$ cat config.mk
export PLATFORM = sky130hd
export DESIGN_NAME = source_sample_scheduler
export DESIGN_NICKNAME = d
export VERILOG_FILES = /design/src/rtl/source_sample_scheduler.sv
export SDC_FILE = /design/constraint.sdc
export NUM_CORES = 1
export LEC_CHECK = 0
export ABC_AREA = 1
export CORE_MARGIN = 4
export CORE_UTILIZATION = 60
export CTS_CLUSTER_SIZE = 20
export DETAILED_ROUTE_END_ITERATION = 10
export HOLD_SLACK_MARGIN = 0.02
export PLACE_DENSITY = 0.88
export SYNTH_ARGS = -nofsm -noshare
export SYNTH_HDL_FRONTEND = slang
export SYNTH_SLANG_ARGS = --single-unit
$ cat constraint.sdc
create_clock -name clk -period 3.3 [get_ports clk]
set_clock_uncertainty 0.2 [all_clocks]
set_input_delay 0.33 -clock clk [delete_from_list [all_inputs] [get_ports clk]]
set_output_delay 0.33 -clock clk [all_outputs]
set_load 0.005 [all_outputs]
$ cat src/rtl/source_sample_scheduler.sv
// -----------------------------------------------------------------------------
// source_sample_scheduler
//
// Shares one ADC sampling path between up to four energy sources (solar, wind,
// battery, bus). Each channel owns a programmable sample-period timer; expired
// channels become pending and are served round-robin through a start/done
// handshake with the ADC. Each result leaves as a tagged sample carrying
// over-voltage and timeout flags.
//
// Ports:
//   clk, rst              system clock, synchronous active-high reset
//   cfg_we/addr/period    period register write (period 0 disables a channel)
//   adc_sel, adc_start    channel routed to the ADC, one-cycle conversion request
//   adc_done, adc_data    conversion complete strobe with its result
//   out_valid/ready       downstream sample handshake
//   out_ch/data/ov/err    sample tag, value, over-voltage flag, timeout flag
//   overrun               sticky per-channel "expired while still pending"
//   dbg_state             current scheduler state (IDLE=0, START=1, WAIT=2, EMIT=3)
//
// Downstream handshake: out_valid rises only in EMIT and then stays high, with
// out_ch/out_data/out_ov/out_err stable, until the cycle in which out_valid and
// out_ready are both high; that cycle transfers the sample and the next cycle
// is IDLE. Reset is the only other way out of EMIT (the sample is dropped).
// -----------------------------------------------------------------------------
module source_sample_scheduler #(
    parameter int           NCH      = 4,
    parameter int           W        = 8,
    parameter logic [W-1:0] OV_LIMIT = 8'd200,
    parameter int           TIMEOUT  = 16
) (
    input  logic           clk,
    input  logic           rst,
    input  logic           cfg_we,
    input  logic [1:0]     cfg_addr,
    input  logic [7:0]     cfg_period,
    output logic [1:0]     adc_sel,
    output logic           adc_start,
    input  logic           adc_done,
    input  logic [W-1:0]   adc_data,
    output logic           out_valid,
    input  logic           out_ready,
    output logic [1:0]     out_ch,
    output logic [W-1:0]   out_data,
    output logic           out_ov,
    output logic           out_err,
    output logic [NCH-1:0] overrun,
    output logic [1:0]     dbg_state
);

    localparam int WCW = $clog2(TIMEOUT + 1);

    typedef enum logic [1:0] {
        ST_IDLE  = 2'd0,
        ST_START = 2'd1,
        ST_WAIT  = 2'd2,
        ST_EMIT  = 2'd3
    } state_t;

    state_t state_q, state_d;

    // Per-channel timers
    logic [7:0]     period_q [NCH];
    logic [7:0]     period_d [NCH];
    logic [7:0]     cnt_q    [NCH];
    logic [7:0]     cnt_d    [NCH];
    logic [NCH-1:0] expire;
    logic [NCH-1:0] cfg_hit;

    logic [NCH-1:0] pending_q, pending_d;
    logic [NCH-1:0] overrun_q, overrun_d;

    // Arbitration
    logic [1:0]     last_q, last_d;
    logic           grant_valid;
    logic [1:0]     grant_ch;
    logic [1:0]     rr_idx;
    logic           take_grant;

    // Conversion and output datapath
    logic [1:0]     sel_q, sel_d;
    logic [WCW-1:0] wait_cnt_q, wait_cnt_d;
    logic           wait_expired;
    logic [1:0]     och_q, och_d;
    logic [W-1:0]   odata_q, odata_d;
    logic           oov_q, oov_d;
    logic           oerr_q, oerr_d;

    // -------------------------------------------------------------------------
    // Configuration decode; indices at or above NCH match no channel.
    // -------------------------------------------------------------------------
    always_comb begin
        cfg_hit = '0;
        for (int i = 0; i < NCH; i++) begin
            cfg_hit[i] = cfg_we && (int'(cfg_addr) == i);
        end
    end

    // -------------------------------------------------------------------------
    // Timers: count 0..P-1 and flag expiry on the P-1 cycle. A write restarts
    // the count from zero with the new period.
    // -------------------------------------------------------------------------
    always_comb begin
        for (int i = 0; i < NCH; i++) begin
            period_d[i] = period_q[i];
            cnt_d[i]    = cnt_q[i];
            expire[i]   = 1'b0;
            if (period_q[i] != 8'd0) begin
                if (cnt_q[i] == period_q[i] - 8'd1) begin
                    cnt_d[i]  = 8'd0;
                    expire[i] = 1'b1;
                end else begin
                    cnt_d[i] = cnt_q[i] + 8'd1;
                end
            end
            if (cfg_hit[i]) begin
                period_d[i] = cfg_period;
                cnt_d[i]    = 8'd0;
            end
        end
    end

    // -------------------------------------------------------------------------
    // Round-robin pick: first pending channel after the last one served.
    // -------------------------------------------------------------------------
    always_comb begin
        grant_valid = 1'b0;
        grant_ch    = '0;
        rr_idx      = '0;
        for (int k = 1; k <= NCH; k++) begin
            rr_idx = 2'((int'(last_q) + k) % NCH);
            if (!grant_valid && pending_q[rr_idx]) begin
                grant_valid = 1'b1;
                grant_ch    = rr_idx;
            end
        end
    end

    assign take_grant   = (state_q == ST_IDLE) && grant_valid;
    assign wait_expired = (wait_cnt_q == WCW'(TIMEOUT - 1));

    // -------------------------------------------------------------------------
    // Pending / overrun. A new expiry outranks the clear from a same-cycle
    // grant, so the channel is re-queued without being counted as an overrun.
    // A period write clears both bits regardless.
    // -------------------------------------------------------------------------
    always_comb begin
        pending_d = pending_q;
        overrun_d = overrun_q;
        for (int i = 0; i < NCH; i++) begin
            if (take_grant && (int'(grant_ch) == i)) begin
                pending_d[i] = 1'b0;
            end
            if (expire[i]) begin
                if (pending_q[i] && !(take_grant && (int'(grant_ch) == i))) begin
                    overrun_d[i] = 1'b1;
                end
                pending_d[i] = 1'b1;
            end
            if (cfg_hit[i]) begin
                pending_d[i] = 1'b0;
                overrun_d[i] = 1'b0;
            end
        end
    end

    // -------------------------------------------------------------------------
    // FSM: next state
    // -------------------------------------------------------------------------
    always_comb begin
        state_d = state_q;
        unique case (state_q)
            ST_IDLE:  if (grant_valid) state_d = ST_START;
            ST_START: state_d = ST_WAIT;
            ST_WAIT:  if (adc_done || wait_expired) state_d = ST_EMIT;
            ST_EMIT:  if (out_ready) state_d = ST_IDLE;
            default:  state_d = ST_IDLE;
        endcase
    end

    // -------------------------------------------------------------------------
    // FSM: outputs. Gated by rst so neither strobe shows during a reset cycle.
    // -------------------------------------------------------------------------
    always_comb begin
        adc_start = (state_q == ST_START) && !rst;
        out_valid = (state_q == ST_EMIT) && !rst;
        dbg_state = state_q;
    end

    // -------------------------------------------------------------------------
    // Datapath: channel select, wait counter and the captured sample.
    // adc_done wins over the timeout in the final WAIT cycle.
    // -------------------------------------------------------------------------
    always_comb begin
        sel_d      = sel_q;
        last_d     = last_q;
        wait_cnt_d = wait_cnt_q;
        och_d      = och_q;
        odata_d    = odata_q;
        oov_d      = oov_q;
        oerr_d     = oerr_q;
        if (take_grant) begin
            sel_d  = grant_ch;
            last_d = grant_ch;
        end
        if (state_q == ST_START) begin
            wait_cnt_d = '0;
        end
        if (state_q == ST_WAIT) begin
            if (adc_done) begin
                och_d   = sel_q;
                odata_d = adc_data;
                oov_d   = (adc_data >= OV_LIMIT);
                oerr_d  = 1'b0;
            end else if (wait_expired) begin
                och_d   = sel_q;
                odata_d = '0;
                oov_d   = 1'b0;
                oerr_d  = 1'b1;
            end else begin
                wait_cnt_d = wait_cnt_q + WCW'(1);
            end
        end
    end

    // -------------------------------------------------------------------------
    // Registers
    // -------------------------------------------------------------------------
    always_ff @(posedge clk) begin
        if (rst) begin
            state_q    <= ST_IDLE;
            pending_q  <= '0;
            overrun_q  <= '0;
            last_q     <= 2'(NCH - 1);
            sel_q      <= '0;
            wait_cnt_q <= '0;
            och_q      <= '0;
            odata_q    <= '0;
            oov_q      <= 1'b0;
            oerr_q     <= 1'b0;
            for (int i = 0; i < NCH; i++) begin
                period_q[i] <= 8'd0;
                cnt_q[i]    <= 8'd0;
            end
        end else begin
            state_q    <= state_d;
            pending_q  <= pending_d;
            overrun_q  <= overrun_d;
            last_q     <= last_d;
            sel_q      <= sel_d;
            wait_cnt_q <= wait_cnt_d;
            och_q      <= och_d;
            odata_q    <= odata_d;
            oov_q      <= oov_d;
            oerr_q     <= oerr_d;
            for (int i = 0; i < NCH; i++) begin
                period_q[i] <= period_d[i];
                cnt_q[i]    <= cnt_d[i];
            end
        end
    end

    assign adc_sel  = sel_q;
    assign out_ch   = och_q;
    assign out_data = odata_q;
    assign out_ov   = oov_q;
    assign out_err  = oerr_q;
    assign overrun  = overrun_q;

endmodule

==> flow_summary.ini, run 1 <==
[grt]
wire_length_of_the_first_global_routing_pass_um = 19900
grt_util_all_layers_pct = 23.5
grt_pass1_vias = 4594
number_of_antenna_violations_at_the_first_check_in_global_routing = 0
pin_count_of_the_biggest_net_entering_global_routing = 39
grt.overflow.total = 0

[sta]
final.period_utilization_pct = 67.4
total_negative_setup_slacks_ps = 0
slew_headroom_pct = 38.5
fin_max_slew_vios = 0
report.final.hold_viol_count = 0
timing.final.crit_period_ps = 2220
achievable-frequency_mhz = 450
final.setup.worst_slack_ps = 1080
rsz0062_at_grt = no
hold_slack_ps = 264
setup_violations = 0
worst_slew_pin_slew_ps = 922

[power]
power_report.internal_total_mw = 1.75
power.leakage_nw = 2.50
worst_ir_drop_vdd_mv = 0.260
power.share.clock_pct = 26.3
switching_power_mw = 0.849
power.combinational.fraction_pct = 24.5
proportion_of_total_power_due_to_net_switching_pct = 32.7
power-per-cell-area_nw_per_um2 = 434
sequentialPowerShare_pct = 49.2

[synthesis]
seq_area_frac_synth_pct = 35.9
post_synth_inst_count = 761
syn-mean-instance-area_um2 = 6.95
post_synth_instance_area_um2 = 5290
synth.net_count = 797
yosysUniqueCellTypes = 37
synth_seq_cells = 95
synth.yosys.warnings = 0

[floorplan]
fp.coreArea_um2 = 8640
die_w_um = 102
fp.dieArea_um2 = 10400
num_rows = 34
die_y_um = 102
ports = 45
initial_utilization_pct = 61.3

[cts]
clock-sinks = 95
quantity_of_hold_fixing_buffers_added_after_cts = 0
cts_htree_levels = 3
cts.root.buffer_cell = clkbuf_8
worstSkewPairLatency_ps = 360
cts.reportedPaths.clkPinSlew_ps = 90
post_cts_resize_count = 0
cts_tree = built
post-cts-setup-buffer-count = 0
cts_made_buffers = 9
cts_max_path_buffers = 2

[place]
dpl.hpwl_um = 8860
gp_congestion = 0.859
portBuffers = 44
place_worst_setup_slack_ps = 808
dpl_cell_area_um2 = 5820

[worst_setup_path]
worst_ep_arrival_time_ps = 1690
cp_cell_sequence = inv_1 > ha_1 > inv_1 > nor2_1 > clkdlybuf4s50_1
critPathSlowestCell = clkdlybuf4s50_1
crit_top_cell = inv_1
path_class = reg -> out
start_kind = flip-flop
critPathRequiredTime_ps = 2770
worst-path-max-fanout = 4
element_type_at_the_critical_path_end = primary output
crit_path_max_incr_delay_ps = 520

[detailed_routing]
detailed_routing_iteration_count_for_the_pre_antenna_repair_pass = 5
routed_via_count = 4830
detail_route_antenna_nets = 0
drt_first_iter_violations = 280
drc_errors = 0
detail_route.vias_per_cell = 5.26
finalWirelength_um = 11600
wire_per_inst_um = 12.6

[min_path]
worst_hold_path_type = reg -> reg

[finish]
finish.instance_area_um2 = 5990
nNetsFinal = 841
layout_stage_area_growth_over_the_synthesis_result_pct = 13.1
post_route_cells_drive_above_1_share_pct = 9.63
fillCellCount = 695
diodes = 0

[run_status]
run_status = completed

[flow_run]
drv_cap = 0
[cells by family (layout without fill, tap and decap cells)]
family	Yosys count	count (layout)	synth area share, %
buffers and inverters	103	152	7.45
adder cells (fa/ha/maj)	13	13	3.07
AND/OR/NAND/NOR	395	395	34.7
AO/OA/AOI/OAI	112	112	11.2
flip-flops	95	95	35.9
multiplexers	1	1	0.189
XOR/XNOR	42	42	7.47
[metal layers]
metal	vias to the layer above	GRT usage (%)	part of all wire, %
li1	2519	-	-
met5	-	0	0
met3	20	4.64	4.4
met2	104	39.7	48
met4	0	7.87	1.9
met1	2187	30.1	45
[cell type report]
cell class                      count  area (um^2)  area share, %
Inverter                           91          342           5.70
Tap cell                          108          135           2.26
Multi-Input combinational cell    563         3000           50.0
Clock buffer                       11          131           2.19
Clock inverter                      5         33.8          0.564
Timing Repair Buffer               45          448           7.48
Sequential cell                    95         1900           31.8
[synthesized netlist by cell type (all sizes together)]
cell type	instances	area, um^2
or2	5	31.3
nand3	58	345
a31oi	1	6.26
and2	1	6.26
buf	1	11.3
mux2i	1	10.0
xnor2	12	105
clkbuf	11	41.3
nand2	192	796
ha	13	163
nor2	112	465
nor3b	1	12.5
o21ai	41	205
xnor3	2	45.0
nand4	7	50.1
a211oi	1	7.51
clkinv	1	3.75
inv	90	338
a21oi	65	344
o31a	1	8.76
nor3	18	120
xor2	28	245
o211ai	3	22.5
nand3b	1	7.51
dfxtp	95	1900
[worst paths after layout]
path                                   start      endpoint  slack (ps)  cells after the start
worst max-delay path            dbg_state[1]     adc_start        1080                      5
worst min-delay path              overrun[1]    overrun[1]         260                      2
worst max register to register  dbg_state[0]  dbg_state[1]        1100                     10
worst min register to register    overrun[1]    overrun[1]         260                      2
[cells in the final DEF, fill, tap and decap left out, types with 3 or more instances in the layout]
master	Yosys	final
o21ai_0	40	40
dfxtp_1	95	95
nor2_1	102	102
nand3_1	47	47
xor2_1	28	28
clkdlybuf4s50_1	0	44
nand4_1	6	6
nor2_4	4	4
nor3_1	12	12
ha_1	13	13
clkbuf_8	0	9
xnor2_1	12	12
inv_1	81	81
nand2_2	12	12
nand2_1	174	174
nor3_2	6	6
o211ai_1	3	3
a21oi_2	5	5
nand3_2	11	11
nand2_4	6	6
a21oi_1	60	60
inv_2	9	9
nor2_2	6	6
[power groups by stage]
| stage | registers, mW | logic (mW) | clock network (mW) |
|---|---|---|---|
| CTS | 1.28 | 0.635 | 0.694 |
| finish | 1.28 | 0.636 | 0.684 |
| detailed placement | 1.30 | 0.629 | 0 |
| global placement | 1.30 | 0.602 | 0 |
| global route | 1.29 | 0.727 | 0.747 |
| floorplan | 1.29 | 0.453 | 0 |
[per-stage QoR]
stage / util (%) / instances / power [mW]
finish: 69.3 / 918 / 2.60
detailed placement: 67.4 / 902 / 1.93
floorplan: - / 761 / 1.74
CTS: 69.3 / 918 / 2.61
global route: 69.3 / 918 / 2.76
global placement: 67.4 / 902 / 1.90
[flip-flops by register name (all words and copies together) (netlist names)]
name	count
out_err	1
adc_sel	2
out_ov	1
cnt_q	32
period_q	32
wait_cnt_q	5
out_data	8
last_q	2
dbg_state	2
pending_q	4
overrun	4
out_ch	2
[critical path, delay by kind of cell (launching register included)]
family	cells	cell delay, ps
adders and majority gates	1	190
and+or+nand+nor	1	80
DFF	1	350
buffers and inverters	3	710
No activity file was read; power rests on OpenSTA's default activity.
==> run 2, diff against run 1 <==
--- a/config.mk
+++ b/config.mk
@@ -7,11 +7,11 @@
 export LEC_CHECK = 0
 export ABC_AREA = 1
 export CORE_MARGIN = 4
-export CORE_UTILIZATION = 60
+export CORE_UTILIZATION = 58
 export CTS_CLUSTER_SIZE = 20
 export DETAILED_ROUTE_END_ITERATION = 10
 export HOLD_SLACK_MARGIN = 0.02
-export PLACE_DENSITY = 0.88
+export PLACE_DENSITY = 0.86
 export SYNTH_ARGS = -nofsm -noshare
 export SYNTH_HDL_FRONTEND = slang
 export SYNTH_SLANG_ARGS = --single-unit
==> constraint.sdc (replaced) <==
create_clock -name clk -period 2.23 [get_ports clk]
set_clock_uncertainty 0.2 [all_clocks]
set_input_delay 0.223 -clock clk [delete_from_list [all_inputs] [get_ports clk]]
set_output_delay 0.223 -clock clk [all_outputs]
set_load 0.005 [all_outputs]
==> flow_summary.ini, run 2 (synthesis gave the netlist of run 1 again) <==
[sta]
final.period_utilization_pct = 96.1
hold_slack_ps = 213
rsz0062_at_grt = yes
report.final.hold_viol_count = 0
slew_headroom_pct = 72.8
achievable-frequency_mhz = 467
fin_max_slew_vios = 0
worst_slew_pin_slew_ps = 408
setup_violations = 0
timing.final.crit_period_ps = 2140

[grt]
wire_length_of_the_first_global_routing_pass_um = 21100
pin_count_of_the_biggest_net_entering_global_routing = 30
grt.overflow.total = 0
number_of_antenna_violations_at_the_first_check_in_global_routing = 0
grt_pass1_vias = 4784
grt_util_all_layers_pct = 23.0

[cts]
worstSkewPairLatency_ps = 360
clock-sinks = 95
cts.reportedPaths.clkPinSlew_ps = 90
cts_htree_levels = 3
cts_made_buffers = 9
quantity_of_hold_fixing_buffers_added_after_cts = 0
cts.root.buffer_cell = clkbuf_8
cts_max_path_buffers = 2
cts_tree = built

[place]
portBuffers = 44
dpl_cell_area_um2 = 5890
dpl.hpwl_um = 9170
gp_congestion = 0.857

[detailed_routing]
wire_per_inst_um = 13.2
detail_route_antenna_nets = 0
routed_via_count = 4954
detailed_routing_iteration_count_for_the_pre_antenna_repair_pass = 6
detail_route.vias_per_cell = 5.36
drc_errors = 0
drt_first_iter_violations = 370
finalWirelength_um = 12200

[finish]
final_cell_mix = nand2_1 (174), nor2_1 (96), dfxtp_1 (94)
layout_stage_area_growth_over_the_synthesis_result_pct = 16.3
most_common_cell_after_layout_fill_and_taps_aside = nand2_1
nNetsFinal = 849
finish.instance_area_um2 = 6160
post_route_cells_drive_above_1_share_pct = 11.9
diodes = 0

[worst_setup_path]
element_type_at_the_critical_path_end = flip-flop
critPathRequiredTime_ps = 2270
worst_ep_arrival_time_ps = 2180
crit_path_max_incr_delay_ps = 330
worst_reg_to_reg_path_cell_count = 11
path_class = reg -> reg
start_kind = flip-flop
worst-path-max-fanout = 8
critPathSlowestCell = dfxtp_1
cp_cell_sequence = inv_2 > ha_1 > inv_1 > nor3_4 > nand3_1 > nand3_1 > nand2_1 > inv_1 > nand4_1 > nand2_4 > nor3_1

[floorplan]
ports = 45
fp.coreArea_um2 = 8810
fp.dieArea_um2 = 10700
num_rows = 34
initial_utilization_pct = 60.1
die_w_um = 104
die_y_um = 104

[power]
totalPowerFinal_mw = 4.13
worst_ir_drop_vdd_mv = 0.371
power.leakage_nw = 2.57
power-per-cell-area_nw_per_um2 = 671

[run_status]
run_status = completed

[min_path]
holdPathStages = 3
worst_hold_path_type = in -> reg

[flow_run]
drv_cap = 0
## run 2: where the power goes
part | leakage, nW | internal [mW] | switching [mW]
logic | 1.69 | 0.409 | 0.577
registers | 0.771 | 1.79 | 0.0999
clock network | 0.109 | 0.659 | 0.593
## run 2: worst paths after layout
kind                   from     endpoint  slack, ps
max          period_q[2][0]  cnt_q[2][2]         90
min             adc_data[2]  out_data[2]        210
max reg2reg  period_q[2][0]  cnt_q[2][2]         90
min reg2reg     out_data[7]  out_data[7]        260
## run 2: layout make-up
cell class,instances,area (um^2)
Inverter,91,342
Multi-Input combinational cell,563,3040
Clock buffer,10,138
Sequential cell,95,1900
Tap cell,108,135
Fill cell,711,2650
Timing Repair Buffer,53,520
Clock inverter,5,81.3
## run 2: worst max-delay path: cells and delay by family (launching register included)
family | cells | cell delay, ps
buf+inv | 3 | 290
simple gates | 7 | 1000
fa+ha+maj | 1 | 200
flops | 1 | 330
## run 2: routing by layer
layer | up-vias | global-route usage [%] | share of wire, % | wire, um
li1 | 2530 | - | - | -
met1 | 2285 | 28.4 | 44 | 5330
met2 | 120 | 41.0 | 49 | 6030
met3 | 19 | 3.36 | 5.0 | 612
met4 | 0 | 8.17 | 2.0 | 243
met5 | - | 0 | 0 | 0
## run 2: per-stage QoR
step / std cells / setup slack [ps] / TNS (ps) / utilization, %
2_1_floorplan: 761 / 343 / 0 / -
3_3_place_gp: 909 / 252 / 0 / 66.9
3_5_place_dp: 909 / 118 / 0 / 66.9
4_1_cts: 924 / 38.6 / 0 / 69.4
5_1_grt: 925 / -3.51 / -3.51 / 69.9
6_report: 925 / 87.8 / 0 / 69.9
## run 2: what timing repair did
action / CTS / global route
gates resized for setup: 0 / 14
setup endpoints to repair: 0 / 28
buffers inserted: 0 / 1
==> run 3, diff against run 2 <==
--- a/config.mk
+++ b/config.mk
@@ -6,6 +6,7 @@
 export NUM_CORES = 1
 export LEC_CHECK = 0
 export ABC_AREA = 1
+export CORE_ASPECT_RATIO = 1.2
 export CORE_MARGIN = 4
 export CORE_UTILIZATION = 58
 export CTS_CLUSTER_SIZE = 20
==> constraint.sdc (replaced) <==
create_clock -name clk -period 2.04 [get_ports clk]
set_clock_uncertainty 0.2 [all_clocks]
set_input_delay 0.204 -clock clk [delete_from_list [all_inputs] [get_ports clk]]
set_output_delay 0.204 -clock clk [all_outputs]
set_load 0.005 [all_outputs]
==> flow_summary.ini, run 3 (synthesis gave the netlist of run 1 again) <==
[worst_setup_path]
worst_reg_to_reg_path_cell_count = 10
crit_top_cell = inv_2
startpoint = period_q[2][1]
crit_path_max_incr_delay_ps = 330
critPathRequiredTime_ps = 2110
start_kind = flip-flop
regToRegStartpoint = period_q[2][1]
path_class = reg -> reg
worst-path-max-fanout = 8
worst_ep_arrival_time_ps = 2040
worstPathBufferInverterCount = 2
critPathSlowestCell = dfxtp_2
cp_num_cells = 10
cp_cell_sequence = inv_2 > ha_4 > inv_2 > nor3_4 > xnor2_1 > nand2_1 > nor2_2 > nand4_1 > nand2_4 > nor3_2
kind_of_cell_adding_the_most_delay_to_the_critical_path = simple AND/OR/NAND/NOR gates
element_type_at_the_critical_path_end = flip-flop

[finish]
final_cell_mix = nand2_1 (172), nor2_1 (87), dfxtp_1 (86)
final_cells = 947
post_route_cells_drive_above_1_share_pct = 18.0
regArea_um2 = 1920
most_common_cell_after_layout_fill_and_taps_aside = nand2_1
fillCellCount = 620
nNetsFinal = 861
layout_stage_area_growth_over_the_synthesis_result_pct = 22.3
finish.instance_area_um2 = 6470
area_of_the_multi_input_gates_um2 = 3190
diodes = 0
utilization_pct = 74.0

[power]
power_report.internal_total_mw = 3.40
power-per-cell-area_nw_per_um2 = 751
totalPowerFinal_mw = 4.86
proportion_of_total_power_due_to_net_switching_pct = 30.0
switching_power_mw = 1.46
power.share.clock_pct = 33.0
power.combinational.fraction_pct = 24.1
power.leakage_nw = 2.68
sequentialPowerShare_pct = 42.9
worst_ir_drop_vdd_mv = 0.782

[run_status]
run_status = completed

[cts]
cts.root.buffer_cell = clkbuf_8
cts_max_path_buffers = 2
cts_htree_levels = 3
worstSkewPairLatency_ps = 380
clock-sinks = 95
cts.reportedPaths.clkPinSlew_ps = 90
quantity_of_hold_fixing_buffers_added_after_cts = 0
cts_tree = built
cts_made_buffers = 9

[sta]
setup_violations = 0
fin_max_slew_vios = 0
report.final.hold_viol_count = 0
final.period_utilization_pct = 96.9
rsz0062_at_grt = yes
achievable-frequency_mhz = 506
total_negative_setup_slacks_ps = 0
slew_headroom_pct = 72.6
timing.final.crit_period_ps = 1980
worst_slew_pin_slew_ps = 409

[place]
dpl.hpwl_um = 9150
gp_congestion = 0.876
portBuffers = 44
place_inst = 924
dpl_cell_area_um2 = 5940

[floorplan]
fp.coreArea_um2 = 8750
num_rows = 37
fp.dieArea_um2 = 10700
ports = 45
die_y_um = 113
die_w_um = 95.2
initial_utilization_pct = 60.5

[detailed_routing]
routed_via_count = 5085
detailed_routing_iteration_count_for_the_pre_antenna_repair_pass = 5
finalWirelength_um = 12700
detail_route_antenna_nets = 0
drc_errors = 0
detail_route.vias_per_cell = 5.37
wire_per_inst_um = 13.5
drt_first_iter_violations = 244

[grt]
wire_length_of_the_first_global_routing_pass_um = 20900
grt_pass1_vias = 4956
grt.overflow.total = 0
pin_count_of_the_biggest_net_entering_global_routing = 33
number_of_antenna_violations_at_the_first_check_in_global_routing = 0
grt_util_all_layers_pct = 24.0

[min_path]
hp-start = adc_data[0]
worst_hold_path_type = in -> reg
holdPathStages = 3

[flow_run]
drv_cap = 0
run 3: cell types whose count changed in the layout (fill, tap and decap cells not counted), sizes merged:
cell | before | now
dlymetal6s2s | 0 | 1
clkdlybuf4s50 | 44 | 43
inv | 91 | 90
bufinv | 2 | 4
buf | 9 | 21
run 3: final cells by class:
| class | instances | area share [%] |
|---|---|---|
| flip-flops and latches | 95 | 29.6 |
| clock buffers | 10 | 1.97 |
| repair buffers | 65 | 9.47 |
| multi-input cells | 563 | 49.3 |
| inverters | 91 | 5.36 |
| well taps | 117 | 2.26 |
| clock inverters | 6 | 2.05 |
run 3: per-layer routing:
layer	GRT usage [%]	part of all wire, %	vias up
met5	0	0	-
met4	9.91	2.7	0
met3	5.23	5.0	37
met2	42.4	52	131
met1	27.3	40	2359
li1	-	-	2558
run 3: worst paths after layout:
| path | to | slack (ps) |
|---|---|---|
| worst min-delay path | out_data[0] | 190 |
| worst max-delay path | cnt_q[2][6] | 60 |
| worst min register to register | overrun[1] | 260 |
| worst max register to register | cnt_q[2][6] | 60 |
run 3: per-stage QoR:
stage	setup slack (ps)	hold WS, ps
3_5_place_dp	-19.6	243
2_1_floorplan	153	139
5_1_grt	-96.1	195
6_report	63.3	189
4_1_cts	1.63	193
3_3_place_gp	91.9	242
run 3: power by group through the flow:
| stage | Combinational (mW) | Sequential, mW | Clock [mW] |
|---|---|---|---|
| finish | 1.17 | 2.09 | 1.60 |
| global route | 1.32 | 2.10 | 1.70 |
| CTS | 1.09 | 2.07 | 1.62 |
| detailed placement | 1.06 | 2.11 | 0 |
| global placement | 1.02 | 2.10 | 0 |
| floorplan | 0.733 | 2.09 | 0 |
run 3: tightest hold or removal path, delay by kind of cell:
family                 cells  cell delay (ps)
AO/OA/AOI/OAI              1               60
AND/OR/NAND/NOR            1               60
buffers and inverters      1              400
run 3: timing repair:
item                                    CTS  global route
buffers inserted                          1             6
gates resized for setup                   6            64
cloned                                    0             0
endpoints found under the setup margin   16            52
pin swaps                                 1            29
